**config.mk**
```make
export PLATFORM = sky130hd
export DESIGN_NAME = shift_reg_univ
export DESIGN_NICKNAME = d
export VERILOG_FILES = /design/src/rtl/shift_reg_univ.sv
export SDC_FILE = /design/constraint.sdc
export NUM_CORES = 1
export LEC_CHECK = 0
export CORE_UTILIZATION = 42
export DETAILED_ROUTE_END_ITERATION = 10
export GPL_TIMING_DRIVEN = 0
export PLACE_DENSITY = 0.75
export SKIP_LAST_GASP = 1
export SYNTH_ARGS = -nofsm -noshare
export SYNTH_HDL_FRONTEND = slang
export SYNTH_SLANG_ARGS = --single-unit
```
**constraint.sdc**
```tcl
create_clock -name clk -period 1.7 [get_ports clk]
set_clock_uncertainty 0.2 [all_clocks]
set_input_delay 0.34 -clock clk [delete_from_list [all_inputs] [get_ports clk]]
set_output_delay 0.34 -clock clk [all_outputs]
set_load 0.01 [all_outputs]
```
**src/rtl/shift_reg_univ.sv**
```systemverilog
// Universal shift register: parallel load, five single-step shift/rotate modes,
// serial in/out, and a counted burst engine that applies one step per clock.
module shift_reg_univ #(
    parameter int WIDTH = 8,
    parameter int CNT_W = 4
) (
    input  logic             clk,
    input  logic             rst,
    input  logic             load,
    input  logic [WIDTH-1:0] d_in,
    input  logic             shift,
    input  logic [2:0]       op,
    input  logic             ser_in,
    input  logic             start,
    input  logic [CNT_W-1:0] amount,
    output logic [WIDTH-1:0] d_out,
    output logic             ser_out,
    output logic             busy,
    output logic             done,
    output logic             state_dbg
);

    localparam logic S_IDLE  = 1'b0;
    localparam logic S_BURST = 1'b1;

    localparam logic [2:0] OP_SHL = 3'b000;
    localparam logic [2:0] OP_SHR = 3'b001;
    localparam logic [2:0] OP_ROL = 3'b010;
    localparam logic [2:0] OP_ROR = 3'b011;
    localparam logic [2:0] OP_ASR = 3'b100;

    logic             state;
    logic [CNT_W-1:0] cnt;
    logic [2:0]       op_q;
    logic [WIDTH-1:0] r;
    logic             so;

    logic [2:0]       op_sel;
    logic [WIDTH-1:0] step_r;
    logic             step_so;

    // A burst runs with the op latched at start; single shifts use the live op.
    assign op_sel = (state == S_BURST) ? op_q : op;

    always_comb begin
        step_r  = r;
        step_so = so;
        case (op_sel)
            OP_SHL: begin step_r = {r[WIDTH-2:0], ser_in};   step_so = r[WIDTH-1]; end
            OP_SHR: begin step_r = {ser_in, r[WIDTH-1:1]};   step_so = r[0];       end
            OP_ROL: begin step_r = {r[WIDTH-2:0], r[WIDTH-1]}; step_so = r[WIDTH-1]; end
            OP_ROR: begin step_r = {r[0], r[WIDTH-1:1]};     step_so = r[0];       end
            OP_ASR: begin step_r = {r[WIDTH-1], r[WIDTH-1:1]}; step_so = r[0];     end
            default: begin step_r = r; step_so = so; end
        endcase
    end

    always_ff @(posedge clk) begin
        if (rst) begin
            state <= S_IDLE;
            cnt   <= '0;
            op_q  <= '0;
            r     <= '0;
            so    <= 1'b0;
            done  <= 1'b0;
        end else begin
            done <= 1'b0;
            case (state)
                S_IDLE: begin
                    if (load) begin
                        r <= d_in;
                    end else if (start) begin
                        // A zero-length burst completes immediately without entering BURST.
                        if (amount != '0) begin
                            op_q  <= op;
                            cnt   <= amount;
                            state <= S_BURST;
                        end else begin
                            done <= 1'b1;
                        end
                    end else if (shift) begin
                        r  <= step_r;
                        so <= step_so;
                    end
                end
                default: begin
                    r   <= step_r;
                    so  <= step_so;
                    cnt <= cnt - CNT_W'(1);
                    if (cnt == CNT_W'(1)) begin
                        state <= S_IDLE;
                        done  <= 1'b1;
                    end
                end
            endcase
        end
    end

    assign d_out     = r;
    assign ser_out   = so;
    assign busy      = (state == S_BURST);
    assign state_dbg = state;

endmodule

```
==> results.cfg <==
[status]
outcome = finished, violations left
failed_checks = setup timing

[synthesis]
syn_nets = 152
synth_seq_cells = 18
syn_area_per_cell_um2 = 8.691
async_flop_share_pct = 0
syn-instance-count = 129
synth_seq_area_share_pct = 32.14
synth_cell_types = 42
synth_top_flop_cell = dfxtp_1
synth_area_um2 = 1121
ys_warn_count = 0
synth_edf_count = 0

[clocking]
cts_hold_buf = 0
cts.sinks = 18
cts_tree = built
htreeDepth = 1
clockBufferDepth = 2
root_buffer = clkbuf_4
clkTransAtPathRegs_ns = 0.11
insertion_delay_ns = 0.31
cts_buffers = 3

[sta]
hold_viol = 0
finalCriticalPeriod_ns = 1.796
fin_crit_sh_pct = 105.6
setup_ws_ns = -0.09555
worstMarginPinSlew_ns = 0.5605
fmax_ghz = 0.5569
finalSetupViolCount = 7
finalMaxSlewViolations = 0
rsz0062_at_grt = true
hold-worst-slack_ns = 0.2389
slew_headroom_pct = 62.64

[pwr]
ir_worst_vdd_uv = 499.0
power.density_nw_per_um2 = 728.8
p_leak_nw = 0.6815

[routing]
antenna_left = 0
wl_met3_um = 165
drt-met1-wl_mm = 1.347
met2_length_mm = 1.447
drt-initial-drc-count = 25
vias_per_cell = 5.817
post_drt_wl_per_cell_um = 15.20
drc = 0
drt_first_pass_iters = 4
vias = 1146
drt-total-wl_mm = 2.994
top_layer = met4

[critical_path]
timing.critical_path.depth = 5
ff2ff_path_depth = 5
crit_path_end_kind = flop
crit_family = multiplexers
critPathMaxStageDelay_ns = 0.38
r2r_slack_ns = -0.1
cp_num_buf_inv = 1
crit_chain = buf_6 -> mux2i_4 -> mux2i_4 -> o221ai_1 -> a211oi_1
crit_arrival_ns = 1.82
path_common_cell = mux2i_4
r2r_start = busy
crit_required_ns = 1.73
path_class = reg -> reg
cp_max_fo = 7
critPathLaunchType = flop
worst_r2r_endpoint = d_out[1]
slowest_stage = mux2i_4

[worst_hold_path]
hold_path.class = in -> reg
hp-start = amount[0]
min_to = cnt[0]
whs_path_depth = 3

[global_routing]
grt_overflow = 0
grt_first_pass_wirelength_mm = 4.892
grtUsageTotal_pct = 23.59
grt_pass1_vias = 1115
grt_antenna_before_repair = 0
grt_max_degree = 11

[floorplan]
die_area_um2 = 2880
die_w_um = 53.67
start_util_pct = 44.84
die_height_um = 53.67
core_um2 = 2500
ios = 33
row_count = 18

[place]
gp_congestion = 0.8240
dpl.hpwl_mm = 2.135
portBuffers = 31

[final_layout]
final_util_pct = 65.42
nets = 191
syn2layout_area_growth_pct = 45.87
diodes = 0
drive_above_1_share_pct = 25.75

[job]
maxCapViolations = 0
==> cells in the final DEF (no fill, tap or decap), types with 3 or more instances in the layout <==
| cell | Yosys | layout |
|---|---|---|
| inv_1 | 5 | 5 |
| mux2i_4 | 1 | 3 |
| a211oi_1 | 12 | 9 |
| dfxtp_2 | 0 | 6 |
| nor3_1 | 5 | 4 |
| buf_4 | 2 | 6 |
| o21ai_0 | 9 | 9 |
| clkdlybuf4s50_1 | 0 | 11 |
| dlymetal6s2s_1 | 0 | 6 |
| dfxtp_1 | 18 | 11 |
| o221ai_2 | 0 | 3 |
| nor2_1 | 21 | 20 |
| clkbuf_4 | 0 | 3 |
| nand2b_1 | 4 | 4 |
| a21oi_1 | 5 | 4 |
| a211oi_2 | 0 | 3 |
| mux2i_1 | 5 | 5 |
| dlygate4sd2_1 | 0 | 14 |
==> through the flow <==
stage / setup TNS, ns / power, mW / setup WS (ns) / cell area, µm² / instances
after floorplan: 0 / 0.7442 / 0.007666 / 1145 / 129
after global placement: -7.243 / 0.8934 / -0.6002 / 1493 / 190
after detailed placement: -7.513 / 0.9019 / -0.6071 / 1493 / 190
after CTS: -0.4601 / 1.173 / -0.09341 / 1564 / 195
after global routing: -1.370 / 1.267 / -0.1965 / 1635 / 197
final: -0.4926 / 1.192 / -0.09555 / 1635 / 197
==> worst min-delay path, delay by kind of cell <==
kind                   cells  cell delay (ns)
AOI/OAI and AO/OA          2             0.21
buffers and inverters      1             0.16
==> power breakdown <==
group / internal [mW] / switching (mW)
Sequential: 0.466 / 0.0526
Clock: 0.131 / 0.146
Combinational: 0.199 / 0.198
Total: 0.795 / 0.397
==> cells in the mapped netlist, types with 2 or more instances <==
| cell | number | area, µm² |
|---|---|---|
| nand2_1 | 2 | 7.510 |
| buf_4 | 2 | 15.01 |
| nor2_1 | 21 | 78.83 |
| a21oi_1 | 5 | 25.02 |
| o21ai_0 | 9 | 45.04 |
| a211oi_1 | 12 | 90.09 |
| nand2b_1 | 4 | 25.02 |
| dfxtp_1 | 18 | 360.4 |
| a221oi_1 | 3 | 26.28 |
| mux2i_1 | 5 | 50.05 |
| nor3_1 | 5 | 25.02 |
| inv_1 | 5 | 18.77 |
| ha_1 | 2 | 25.02 |
| mux2i_2 | 2 | 27.53 |
| o221ai_1 | 5 | 43.79 |
| o21ai_1 | 2 | 10.01 |
| xnor2_1 | 2 | 17.52 |
==> repair_timing <==
action | in CTS | in global routing
pin swaps | 3 | 8
setup endpoints to repair | 24 | 19
resized for setup | 28 | 15
buffers inserted | 1 | 2
==> how the worst max path moves through the flow <==
stage | from | endpoint | slack [ns]
CTS | busy | d_out[2] | -0.09
global route | busy | d_out[5] | -0.20
detailed placement | load | ser_out | -0.61
global placement | load | ser_out | -0.60
floorplan | busy | ser_out | 0.008
finish | busy | d_out[1] | -0.1
==> cell type report <==
cell class / count / area (µm²)
plain buffers: 7 / 46.29
clock buffers: 4 / 36.28
repair buffers: 34 / 330.3
fillers: 209 / 864.6
multi-input cells: 98 / 790.8
flip-flops and latches: 18 / 371.6
well taps: 30 / 37.54
inverters: 6 / 22.52
==> kinds of logic (layout without fill, tap and decap cells) <==
kind of cell             after synthesis  after routing  synth area share [%]
multiplexers                          10             10                 11.27
AND/OR/NAND/NOR                       40             40                 18.64
AO/OA/AOI/OAI                         44             44                 28.24
buffers and inverters                 13             51                 5.913
flip-flops                            18             18                 32.14
adder cells (fa/ha/maj)                2              2                 2.232
XOR/XNOR                               2              2                 1.563
==> metal layers <==
layer | vias to the layer above | GRT usage (%)
li1 | 562 | -
met1 | 543 | 30.44
met2 | 37 | 38.68
met3 | 4 | 2.825
met4 | 0 | 10.96
met5 | - | 0
==> flip-flops by register name (all words and copies together), names as in the netlist <==
signal,flops
cnt,4
busy,1
d_out,8
op_q,3
done,1
ser_out,1
(Power assumes the default switching activity.)
